## config.mk

```make
export PLATFORM = sky130hd
export DESIGN_NAME = gelato_fetch_scheduler_flat
export DESIGN_NICKNAME = d
export VERILOG_FILES = /design/src/rtl/gelato_types.sv /design/src/rtl/gelato_fetch_scheduler_if.sv /design/src/rtl/gelato_rr_arbiter.sv /design/src/rtl/gelato_fetch_scheduler.sv /design/src/flat_wrapper.sv
export SDC_FILE = /design/constraint.sdc
export NUM_CORES = 1
export LEC_CHECK = 0
export ABC_AREA = 1
export BUFFER_PORTS_ARGS = -buffer_cell sky130_fd_sc_hd__buf_2
export CELL_PAD_IN_SITES_DETAIL_PLACEMENT = 1
export CELL_PAD_IN_SITES_GLOBAL_PLACEMENT = 2
export CORE_UTILIZATION = 23
export CTS_CLUSTER_SIZE = 10
export DETAILED_ROUTE_END_ITERATION = 10
export GPL_TIMING_DRIVEN = 0
export PLACE_DENSITY = 0.79
export SETUP_SLACK_MARGIN = 0.05
export SKIP_LAST_GASP = 1
export SLEW_MARGIN = 20
export SYNTH_ARGS = -nofsm -noshare
export SYNTH_HDL_FRONTEND = slang
export SYNTH_SLANG_ARGS = --single-unit
export TNS_END_PERCENT = 1
```

## constraint.sdc

```tcl
create_clock -name clk -period 2.5 [get_ports clk]
set_input_delay 0.375 -clock clk [delete_from_list [all_inputs] [get_ports clk]]
set_output_delay 0.375 -clock clk [all_outputs]
set_load 0.005 [all_outputs]
```

## src/rtl/gelato_types.sv

```systemverilog
// Shared defaults, types and FSM encoding for the gelato fetch scheduler.
package gelato_types;

    localparam int unsigned DefWarpNum      = 4;
    localparam int unsigned DefWarpNumWidth = 2;
    localparam int unsigned DefAddrWidth    = 32;
    localparam int unsigned DefSplitWidth   = 2;

    typedef logic [DefWarpNumWidth-1:0] warp_num_t;
    typedef logic [DefAddrWidth-1:0]    addr_t;
    typedef logic [DefSplitWidth-1:0]   split_table_num_t;

    typedef enum logic [0:0] {
        IDLE,
        REQ
    } fetch_skd_state_e;

endpackage

```

## src/rtl/gelato_fetch_scheduler_if.sv

```systemverilog
// Bundle of pc-table inputs, fetch handshake, release/flush controls and pending status.
interface gelato_fetch_scheduler_if #(
    parameter int unsigned WARP_NUM        = gelato_types::DefWarpNum,
    parameter int unsigned WARP_NUM_WIDTH  = gelato_types::DefWarpNumWidth,
    parameter int unsigned ADDR_WIDTH      = gelato_types::DefAddrWidth,
    parameter int unsigned SPLIT_NUM_WIDTH = gelato_types::DefSplitWidth
) ();

    logic                                rdy;
    logic [WARP_NUM-1:0]                 pct_valid;
    logic [WARP_NUM*ADDR_WIDTH-1:0]      pct_pc;
    logic [WARP_NUM*SPLIT_NUM_WIDTH-1:0] pct_split_num;
    logic                                fetch_valid;
    logic                                fetch_ready;
    logic [ADDR_WIDTH-1:0]               fetch_pc;
    logic [WARP_NUM_WIDTH-1:0]           fetch_warp_num;
    logic [SPLIT_NUM_WIDTH-1:0]          fetch_split_num;
    logic                                release_valid;
    logic [WARP_NUM_WIDTH-1:0]           release_warp_num;
    logic                                flush;
    logic [WARP_NUM-1:0]                 pending;

    // Scheduler side.
    modport master (
        input  rdy, pct_valid, pct_pc, pct_split_num, fetch_ready,
        input  release_valid, release_warp_num, flush,
        output fetch_valid, fetch_pc, fetch_warp_num, fetch_split_num, pending
    );

    // Environment side: pc table, fetch stage, decode.
    modport slave (
        output rdy, pct_valid, pct_pc, pct_split_num, fetch_ready,
        output release_valid, release_warp_num, flush,
        input  fetch_valid, fetch_pc, fetch_warp_num, fetch_split_num, pending
    );

endinterface

```

## src/rtl/gelato_rr_arbiter.sv

```systemverilog
// Combinational round-robin picker: first set request at or above base, wrapping around.
module gelato_rr_arbiter #(
    parameter int unsigned WARP_NUM = 4,
    localparam int unsigned IdxW    = (WARP_NUM > 1) ? $clog2(WARP_NUM) : 1
) (
    input  logic [WARP_NUM-1:0] req_i,
    input  logic [IdxW-1:0]     base_i,
    output logic                any_o,
    output logic [IdxW-1:0]     grant_idx_o
);

    logic [IdxW-1:0] idx;

    // Walk offsets from base; index arithmetic wraps because WARP_NUM is a power of two.
    always_comb begin
        any_o       = 1'b0;
        grant_idx_o = '0;
        idx         = '0;
        for (int unsigned i = 0; i < WARP_NUM; i++) begin
            idx = base_i + IdxW'(i);
            if (!any_o && req_i[idx]) begin
                any_o       = 1'b1;
                grant_idx_o = idx;
            end
        end
    end

endmodule

```

## src/rtl/gelato_fetch_scheduler.sv

```systemverilog
// Picks one eligible warp per fetch (round-robin), holds the request until the fetch
// stage accepts it, and blocks the warp until decode releases it.
module gelato_fetch_scheduler
    import gelato_types::*;
#(
    parameter int unsigned WARP_NUM        = DefWarpNum,
    parameter int unsigned WARP_NUM_WIDTH  = DefWarpNumWidth,
    parameter int unsigned ADDR_WIDTH      = DefAddrWidth,
    parameter int unsigned SPLIT_NUM_WIDTH = DefSplitWidth
) (
    input logic                      clk,
    input logic                      rst,
    gelato_fetch_scheduler_if.master bus
);

    fetch_skd_state_e state_q, state_d;

    logic                       fetch_valid_q, fetch_valid_d;
    logic [ADDR_WIDTH-1:0]      fetch_pc_q, fetch_pc_d;
    logic [WARP_NUM_WIDTH-1:0]  fetch_warp_q, fetch_warp_d;
    logic [SPLIT_NUM_WIDTH-1:0] fetch_split_q, fetch_split_d;
    logic [WARP_NUM-1:0]        pending_q, pending_d;
    logic [WARP_NUM_WIDTH-1:0]  rr_ptr_q, rr_ptr_d;

    logic [ADDR_WIDTH-1:0]      pc_arr    [WARP_NUM];
    logic [SPLIT_NUM_WIDTH-1:0] split_arr [WARP_NUM];
    logic [WARP_NUM-1:0]        held_mask;
    logic [WARP_NUM-1:0]        elig;
    logic                       win_any;
    logic [WARP_NUM_WIDTH-1:0]  win_idx;
    logic                       handshake;

    for (genvar g = 0; g < WARP_NUM; g++) begin : g_unpack
        assign pc_arr[g]    = bus.pct_pc[g*ADDR_WIDTH +: ADDR_WIDTH];
        assign split_arr[g] = bus.pct_split_num[g*SPLIT_NUM_WIDTH +: SPLIT_NUM_WIDTH];
    end

    // Mask out the warp already sitting on the outputs so it cannot be picked twice.
    always_comb begin
        held_mask = '0;
        if (state_q == REQ) begin
            held_mask[fetch_warp_q] = 1'b1;
        end
    end

    assign elig      = bus.pct_valid & ~pending_q & ~held_mask;
    assign handshake = fetch_valid_q & bus.fetch_ready;

    gelato_rr_arbiter #(
        .WARP_NUM (WARP_NUM)
    ) u_arb (
        .req_i       (elig),
        .base_i      (rr_ptr_q),
        .any_o       (win_any),
        .grant_idx_o (win_idx)
    );

    // Next-state: issue/hold/advance the request, then release, handshake-set, flush.
    always_comb begin
        state_d       = state_q;
        fetch_valid_d = fetch_valid_q;
        fetch_pc_d    = fetch_pc_q;
        fetch_warp_d  = fetch_warp_q;
        fetch_split_d = fetch_split_q;
        pending_d     = pending_q;
        rr_ptr_d      = rr_ptr_q;

        // Clear before set so a release colliding with the same warp's handshake loses.
        if (bus.release_valid) begin
            pending_d[bus.release_warp_num] = 1'b0;
        end

        unique case (state_q)
            IDLE: begin
                if (win_any) begin
                    state_d       = REQ;
                    fetch_valid_d = 1'b1;
                    fetch_pc_d    = pc_arr[win_idx];
                    fetch_warp_d  = win_idx;
                    fetch_split_d = split_arr[win_idx];
                end
            end
            REQ: begin
                if (handshake) begin
                    pending_d[fetch_warp_q] = 1'b1;
                    rr_ptr_d                = fetch_warp_q + WARP_NUM_WIDTH'(1);
                    if (win_any) begin
                        fetch_pc_d    = pc_arr[win_idx];
                        fetch_warp_d  = win_idx;
                        fetch_split_d = split_arr[win_idx];
                    end else begin
                        state_d       = IDLE;
                        fetch_valid_d = 1'b0;
                    end
                end
            end
            default: begin
                state_d       = IDLE;
                fetch_valid_d = 1'b0;
            end
        endcase

        // Flush overrides everything except rr_ptr; a coincident handshake still advances it.
        if (bus.flush) begin
            pending_d     = '0;
            fetch_valid_d = 1'b0;
            state_d       = IDLE;
        end
    end

    // State registers; rdy low freezes everything.
    always_ff @(posedge clk or posedge rst) begin
        if (rst) begin
            state_q       <= IDLE;
            fetch_valid_q <= 1'b0;
            fetch_pc_q    <= '0;
            fetch_warp_q  <= '0;
            fetch_split_q <= '0;
            pending_q     <= '0;
            rr_ptr_q      <= '0;
        end else if (bus.rdy) begin
            state_q       <= state_d;
            fetch_valid_q <= fetch_valid_d;
            fetch_pc_q    <= fetch_pc_d;
            fetch_warp_q  <= fetch_warp_d;
            fetch_split_q <= fetch_split_d;
            pending_q     <= pending_d;
            rr_ptr_q      <= rr_ptr_d;
        end
    end

    assign bus.fetch_valid     = fetch_valid_q;
    assign bus.fetch_pc        = fetch_pc_q;
    assign bus.fetch_warp_num  = fetch_warp_q;
    assign bus.fetch_split_num = fetch_split_q;
    assign bus.pending         = pending_q;

endmodule
```

## src/flat_wrapper.sv

```systemverilog
// flat-port wrapper written by rule: the top's interface ports become plain ports
module gelato_fetch_scheduler_flat import gelato_types::*;
#(
    parameter int unsigned WARP_NUM        = DefWarpNum,
    parameter int unsigned WARP_NUM_WIDTH  = DefWarpNumWidth,
    parameter int unsigned ADDR_WIDTH      = DefAddrWidth,
    parameter int unsigned SPLIT_NUM_WIDTH = DefSplitWidth
)
  (clk, rst, bus_rdy, bus_pct_valid, bus_pct_pc, bus_pct_split_num, bus_fetch_ready, bus_release_valid, bus_release_warp_num, bus_flush, bus_fetch_valid, bus_fetch_pc, bus_fetch_warp_num, bus_fetch_split_num, bus_pending);
  gelato_fetch_scheduler_if #(.WARP_NUM(WARP_NUM), .WARP_NUM_WIDTH(WARP_NUM_WIDTH), .ADDR_WIDTH(ADDR_WIDTH), .SPLIT_NUM_WIDTH(SPLIT_NUM_WIDTH)) bus_i ();
  input logic clk;
  input logic rst;
  input wire logic [$bits(bus_i.rdy)-1:0] bus_rdy;
  input wire logic [$bits(bus_i.pct_valid)-1:0] bus_pct_valid;
  input wire logic [$bits(bus_i.pct_pc)-1:0] bus_pct_pc;
  input wire logic [$bits(bus_i.pct_split_num)-1:0] bus_pct_split_num;
  input wire logic [$bits(bus_i.fetch_ready)-1:0] bus_fetch_ready;
  input wire logic [$bits(bus_i.release_valid)-1:0] bus_release_valid;
  input wire logic [$bits(bus_i.release_warp_num)-1:0] bus_release_warp_num;
  input wire logic [$bits(bus_i.flush)-1:0] bus_flush;
  output wire logic [$bits(bus_i.fetch_valid)-1:0] bus_fetch_valid;
  output wire logic [$bits(bus_i.fetch_pc)-1:0] bus_fetch_pc;
  output wire logic [$bits(bus_i.fetch_warp_num)-1:0] bus_fetch_warp_num;
  output wire logic [$bits(bus_i.fetch_split_num)-1:0] bus_fetch_split_num;
  output wire logic [$bits(bus_i.pending)-1:0] bus_pending;
  assign bus_i.rdy = bus_rdy;
  assign bus_i.pct_valid = bus_pct_valid;
  assign bus_i.pct_pc = bus_pct_pc;
  assign bus_i.pct_split_num = bus_pct_split_num;
  assign bus_i.fetch_ready = bus_fetch_ready;
  assign bus_i.release_valid = bus_release_valid;
  assign bus_i.release_warp_num = bus_release_warp_num;
  assign bus_i.flush = bus_flush;
  assign bus_fetch_valid = bus_i.fetch_valid;
  assign bus_fetch_pc = bus_i.fetch_pc;
  assign bus_fetch_warp_num = bus_i.fetch_warp_num;
  assign bus_fetch_split_num = bus_i.fetch_split_num;
  assign bus_pending = bus_i.pending;
  gelato_fetch_scheduler #(.WARP_NUM(WARP_NUM), .WARP_NUM_WIDTH(WARP_NUM_WIDTH), .ADDR_WIDTH(ADDR_WIDTH), .SPLIT_NUM_WIDTH(SPLIT_NUM_WIDTH)) u_core (.clk(clk), .rst(rst), .bus(bus_i));
endmodule
```

==> results of run 1 <==
## cells in the mapped netlist (all sizes together)
master and instances:
xor2 1, clkbuf 3, a21oi 9, o32ai 4, xnor2 1, dfrtp 44, a21o 1, ha 4
nor2 6, or2 4, o211ai 2, buf 40, inv 149, nand2 224, o22ai 1, nor3 1
nand4 74, o21ai 6, nand3 85
## through the flow
stage / utilization / setup slack [ps] / hold slack, ps / TNS, ps / std cells
6_report: 0.392 / 51.2 / 85.0 / 0 / 1116
3_3_place_gp: 0.309 / -149 / 458 / -3130 / 1067
3_5_place_dp: 0.310 / -163 / 425 / -3820 / 1068
2_1_floorplan: - / 435 / 472 / 0 / 659
5_1_grt: 0.392 / -67.2 / 134 / -1210 / 1116
4_1_cts: 0.328 / 22.9 / 102 / 0 / 1078
## power by group through the flow
| stage | clock network, mW | logic (mW) | registers [mW] |
|---|---|---|---|
| 6_report | 0.708 | 10.4 | 1.23 |
| 5_1_grt | 0.757 | 11.3 | 1.27 |
| 4_1_cts | 0.735 | 6.95 | 1.23 |
| 3_5_place_dp | 0 | 6.49 | 1.23 |
| 3_3_place_gp | 0 | 6.42 | 1.22 |
| 2_1_floorplan | 0 | 4.38 | 1.24 |
## layer usage
metal  wire, µm  part of all wire  global-route usage  up-vias
li1           -                 -                   -     2550
met1       8130              0.46               0.249     2319
met2       8380              0.47               0.320      156
met3        967             0.054              0.0360       19
met4        256             0.014              0.0447        2
met5         10           0.00056                   0        -
## worst min path at each step
| stage | startpoint | to | slack (ps) | depth (start not counted) |
|---|---|---|---|---|
| after floorplan | u_core.bus.fetch_pc[0] | u_core.bus.fetch_pc[0] | 470 | 2 |
| after global placement | u_core.bus.fetch_split_num[1] | u_core.bus.fetch_split_num[1] | 460 | 2 |
| after detailed placement | rst | u_core.bus.fetch_pc[23] | 430 | 2 |
| after CTS | rst | u_core.bus.fetch_pc[23] | 100 | 2 |
| after global routing | rst | u_core.bus.fetch_pc[23] | 130 | 2 |
| final | rst | u_core.bus.fetch_pc[23] | 80 | 2 |
## layout make-up
| type | instances | area (µm²) | area share |
|---|---|---|---|
| clock buffers | 6 | 139 | 0.0213 |
| well taps | 220 | 275 | 0.0422 |
| flip-flops and latches | 44 | 1100 | 0.169 |
| clock inverters | 2 | 10.0 | 0.00154 |
| plain buffers | 42 | 489 | 0.0751 |
| inverters | 149 | 562 | 0.0862 |
| repair buffers | 228 | 1470 | 0.226 |
| multi-input cells | 425 | 2470 | 0.378 |
## what timing repair did
item / in CTS / in global routing
gates cloned: 1 / 11
setup buffers: 1 / 28
resized for setup: 43 / 165
pin swaps: 1 / 44
setup endpoints to repair: 35 / 36
## flip-flops by register name, indices dropped and copies added, names as in the netlist
| register | flops |
|---|---|
| u_core.bus.fetch_pc | 32 |
| u_core.bus.pending | 4 |
| u_core.bus.fetch_split_num | 2 |
| u_core.bus.fetch_warp_num | 2 |
| u_core.rr_ptr_q | 2 |
| u_core.bus.fetch_valid | 1 |
| u_core.state_q | 1 |
## cells by family after synthesis
logic type,Yosys count,synth area share
AOI/OAI and AO/OA,23,0.0427
xor gates and xnor gates,2,0.00447
adders and majority gates,4,0.0128
buffers and inverters,192,0.199
DFF,44,0.281
and+or+nand+nor,394,0.461
==> results.cfg, run 1 <==
[clock_tree]
cts_root_buf = clkbuf_16
cts_tree = done
clk_latency_ps = 300
holdBufCountCts = 0
path_clk_slew_ps = 70
clockBufferDepth = 2
htreeDepth = 2
numCtsBuffers = 5
clock_sinks = 44

[outcome]
outcome = completed

[setup_path]
start_kind = flop
cp_slowest_cell = dfrtp_1
cp_top_family = simple AND/OR/NAND/NOR gates
worstReg2RegStart = u_core.bus.fetch_warp_num[1]
required_ps = 2680
setup.worst_path.start = u_core.bus.fetch_warp_num[1]
reg2reg_slack_ps = 50
path_class = flop to flop
reg2reg_depth = 15
cp_cell_sequence = buf_6, ha_2, nand2_2, nand4_1, buf_4, nand3_1, nand2_1, nand4_4, buf_4, nand3_4, buf_4, clkbuf_16, or2_0, nand3_1, nand3_1
cp_num_cells = 15
cp-endpoint = u_core.bus.fetch_pc[1]
r2r_end = u_core.bus.fetch_pc[1]
slowest_delay_ps = 400
critPathBufInv = 5
path_max_fanout = 5
crit_path_end_kind = flop
crit_arrival_ps = 2630

[timing]
slew_violations = 0
max_freq_mhz = 408
tightest_slew_ps = 477
fin_skew_ps = 3.82
slew-limit-headroom = 0.682
finalCriticalPeriod_ps = 2450
fin_crit_sh = 0.980
finalSetupViolations = 0
rsz0062_at_grt = yes
hold_violations = 0

[logic_synthesis]
ys_ff_latch = 44
synthTopCellsByArea = dfrtp_1 28%, nand2_1 21%, inv_1 14%
syn_inst = 659
yosysUniqueCellTypes = 30
yosys.area.top_type = dfrtp_1
syn_area_per_cell_um2 = 5.95
syn_area_mm2 = 0.00392
synth_top_cell_area_share = 0.281
seq_area_frac_synth = 0.281
syn_nets = 811
ys_warn_count = 0

[power]
clock_power_share = 0.058
switching_share = 0.488
totalPowerFinal_mw = 12.3
p_comb_frac = 0.842
ir_worst_vdd_mv = 0.607
p_leak_nw = 3.87
power_frac_seq = 0.100
power.internal_mw = 6.30
power.switching_mw = 6.00
power_density_mw_per_mm2 = 1890

[global_route]
track_usage = 0.190
grt_remaining_overflow = 0
grt_start_max_net_pins = 28
grt_pass1_wl_um = 26400
grt_pass1_vias = 5048
antenna_found_initial = 2

[die]
die_area_mm2 = 0.0176
core_mm2 = 0.0166
die_y_um = 133
die_w_um = 133
initial_utilization = 0.236
rows = 47
io_pins = 189

[drt]
drt_iter0_drc = 181
wl_per_cell_um = 15.9
vias = 5046
ant_nets = 0
routed_wl_um = 17800
via_per_inst = 4.52
drc = 0
drtPass1Iterations = 4

[cells_and_area]
final_common_cell = buf_2
final_cell_mix = 191 x buf_2, 177 x nand2_1, 144 x inv_1
design_area_mm2 = 0.00652
diodes = 0
nNetsFinal = 1047
areaGrowthSynthToFinish_pct = 66.2
drive_gt1_frac = 0.421
fillers = 2194

[worst_hold_path]
hp-class = input pin to async pin

[placed_design]
io_buffers = 188
placed_area_mm2 = 0.00516
place_hpwl_um = 12700
place_congestion = 0.804

[flow_run]
cap_violations = 0
No activity file was read; power rests on OpenSTA's default activity.
==> run 2, diff against run 1 <==
--- a/config.mk
+++ b/config.mk
@@ -14,6 +14,7 @@
 export DETAILED_ROUTE_END_ITERATION = 10
 export GPL_TIMING_DRIVEN = 0
 export PLACE_DENSITY = 0.79
+export RECOVER_POWER = 100
 export SETUP_SLACK_MARGIN = 0.05
 export SKIP_LAST_GASP = 1
 export SLEW_MARGIN = 20
==> results.cfg, run 2 (synthesis gave the netlist of run 1 again) <==
[clock_tree]
htreeDepth = 2
clk_latency_ps = 300
path_clk_slew_ps = 70
clock_sinks = 44
clockBufferDepth = 2
cts_tree = done
numCtsBuffers = 5
holdBufCountCts = 0
cts_root_buf = clkbuf_16

[timing]
hold_ws_ps = 242
fin_crit_sh = 0.980
fin_skew_ps = 3.82
max_freq_mhz = 408
slew_violations = 0
slew-limit-headroom = 0.431
rsz0062_at_grt = yes
finalSetupViolations = 0
hold_violations = 0
tightest_slew_ps = 853
finalCriticalPeriod_ps = 2450

[cells_and_area]
nNetsFinal = 1047
drive_gt1_frac = 0.420
post-route-util = 0.392
final_cell_mix = 191 x buf_2, 177 x nand2_1, 145 x inv_1
final_common_cell = buf_2
fin_cells = 1116
diodes = 0
largest_register_ffs = 32
areaGrowthSynthToFinish_pct = 66.2

[power]
p_leak_nw = 3.87
power_density_mw_per_mm2 = 1890
ir_worst_vdd_mv = 0.607

[die]
die_area_mm2 = 0.0176
die_y_um = 133
die_w_um = 133
rows = 47
initial_utilization = 0.236
io_pins = 189
core_mm2 = 0.0166

[placed_design]
place_hpwl_um = 12700
io_buffers = 188
place_congestion = 0.804
placed_cells = 1068

[setup_path]
start_kind = flop
path_class = flop to flop
setup.worst_path.start = u_core.bus.fetch_warp_num[1]
worstReg2RegStart = u_core.bus.fetch_warp_num[1]
required_ps = 2680
path_max_fanout = 5
crit_arrival_ps = 2630
crit_path_end_kind = flop

[global_route]
track_usage = 0.190
grt_pass1_vias = 5048
grt_start_max_net_pins = 28
antenna_found_initial = 2
grt_remaining_overflow = 0
grt_pass1_wl_um = 26400

[outcome]
outcome = completed

[drt]
routed_wl_um = 17800
drtPass1Iterations = 4
vias = 5046
via_per_inst = 4.52
drt_iter0_drc = 181
drc = 0
wl_per_cell_um = 15.9
ant_nets = 0

[flow_run]
cap_violations = 0

[worst_hold_path]
hp-class = input pin to async pin
[run 2: changes by cell type in the layout (fill, tap and decap cells not counted)]
cell | before | now
inv_1 | 144 | 145
inv_2 | 4 | 3
[run 2: per-stage QoR]
step	setup WS [ps]	setup TNS [ps]	cell area (µm²)	total power [mW]
5_1_grt	-67.2	-1210	6520	13.4
3_5_place_dp	-163	-3820	5160	7.72
3_3_place_gp	-149	-3130	5140	7.64
4_1_cts	22.9	0	5470	8.92
6_report	51.2	0	6520	12.3
2_1_floorplan	435	0	3920	5.62
[run 2: layout make-up]
class	count	area (µm²)
multi-input combinational	425	2470
sequential	44	1100
tap	220	275
fill	2194	10100
timing repair buffer	228	1470
clock inverter	2	10.0
clock buffer	6	139
inverter	149	562
buffer	42	489
[run 2: worst max-delay path, stage by stage, from the launching register on]
cell and delay (ps):
dfrtp_1 400, buf_6 140, ha_2 170, nand2_2 90, nand4_1 180, buf_4 190, nand3_1 60, nand2_1 100
nand4_4 110, buf_4 150, nand3_4 90, buf_4 150, clkbuf_16 150, or2_0 190, nand3_1 70, nand3_1 70
[run 2: final timing paths]
kind | slack (ps) | cells past startpoint | end
max | 50 | 15 | u_core.bus.fetch_pc[1]
min in group clk | 330 | 2 | u_core.state_q
min reg2reg | 470 | 2 | u_core.bus.fetch_split_num[1]
min | 240 | 2 | u_core.bus.fetch_pc[23]
max in group asynchronous | 1590 | 3 | u_core.bus.fetch_warp_num[0]
max reg2reg | 50 | 15 | u_core.bus.fetch_pc[1]
[run 2: metal layers]
layer  track usage  share of wire  up-vias
li1              -              -     2550
met4        0.0447          0.014        2
met2         0.320           0.47      156
met1         0.249           0.46     2319
met5             0        0.00056        -
met3        0.0360          0.054       19
[run 2: where the power goes]
part,internal (mW),total [mW],leakage [nW],switching (mW)
combinational,4.87,10.4,3.25,5.50
clock,0.395,0.708,0.0766,0.313
sequential,1.04,1.23,0.547,0.191
[run 2: timing repair]
item / CTS / global route
cloned: 1 / 11
resized for setup: 43 / 165
pin swaps: 1 / 44
buffers inserted: 1 / 28
endpoints found under the setup margin: 35 / 36
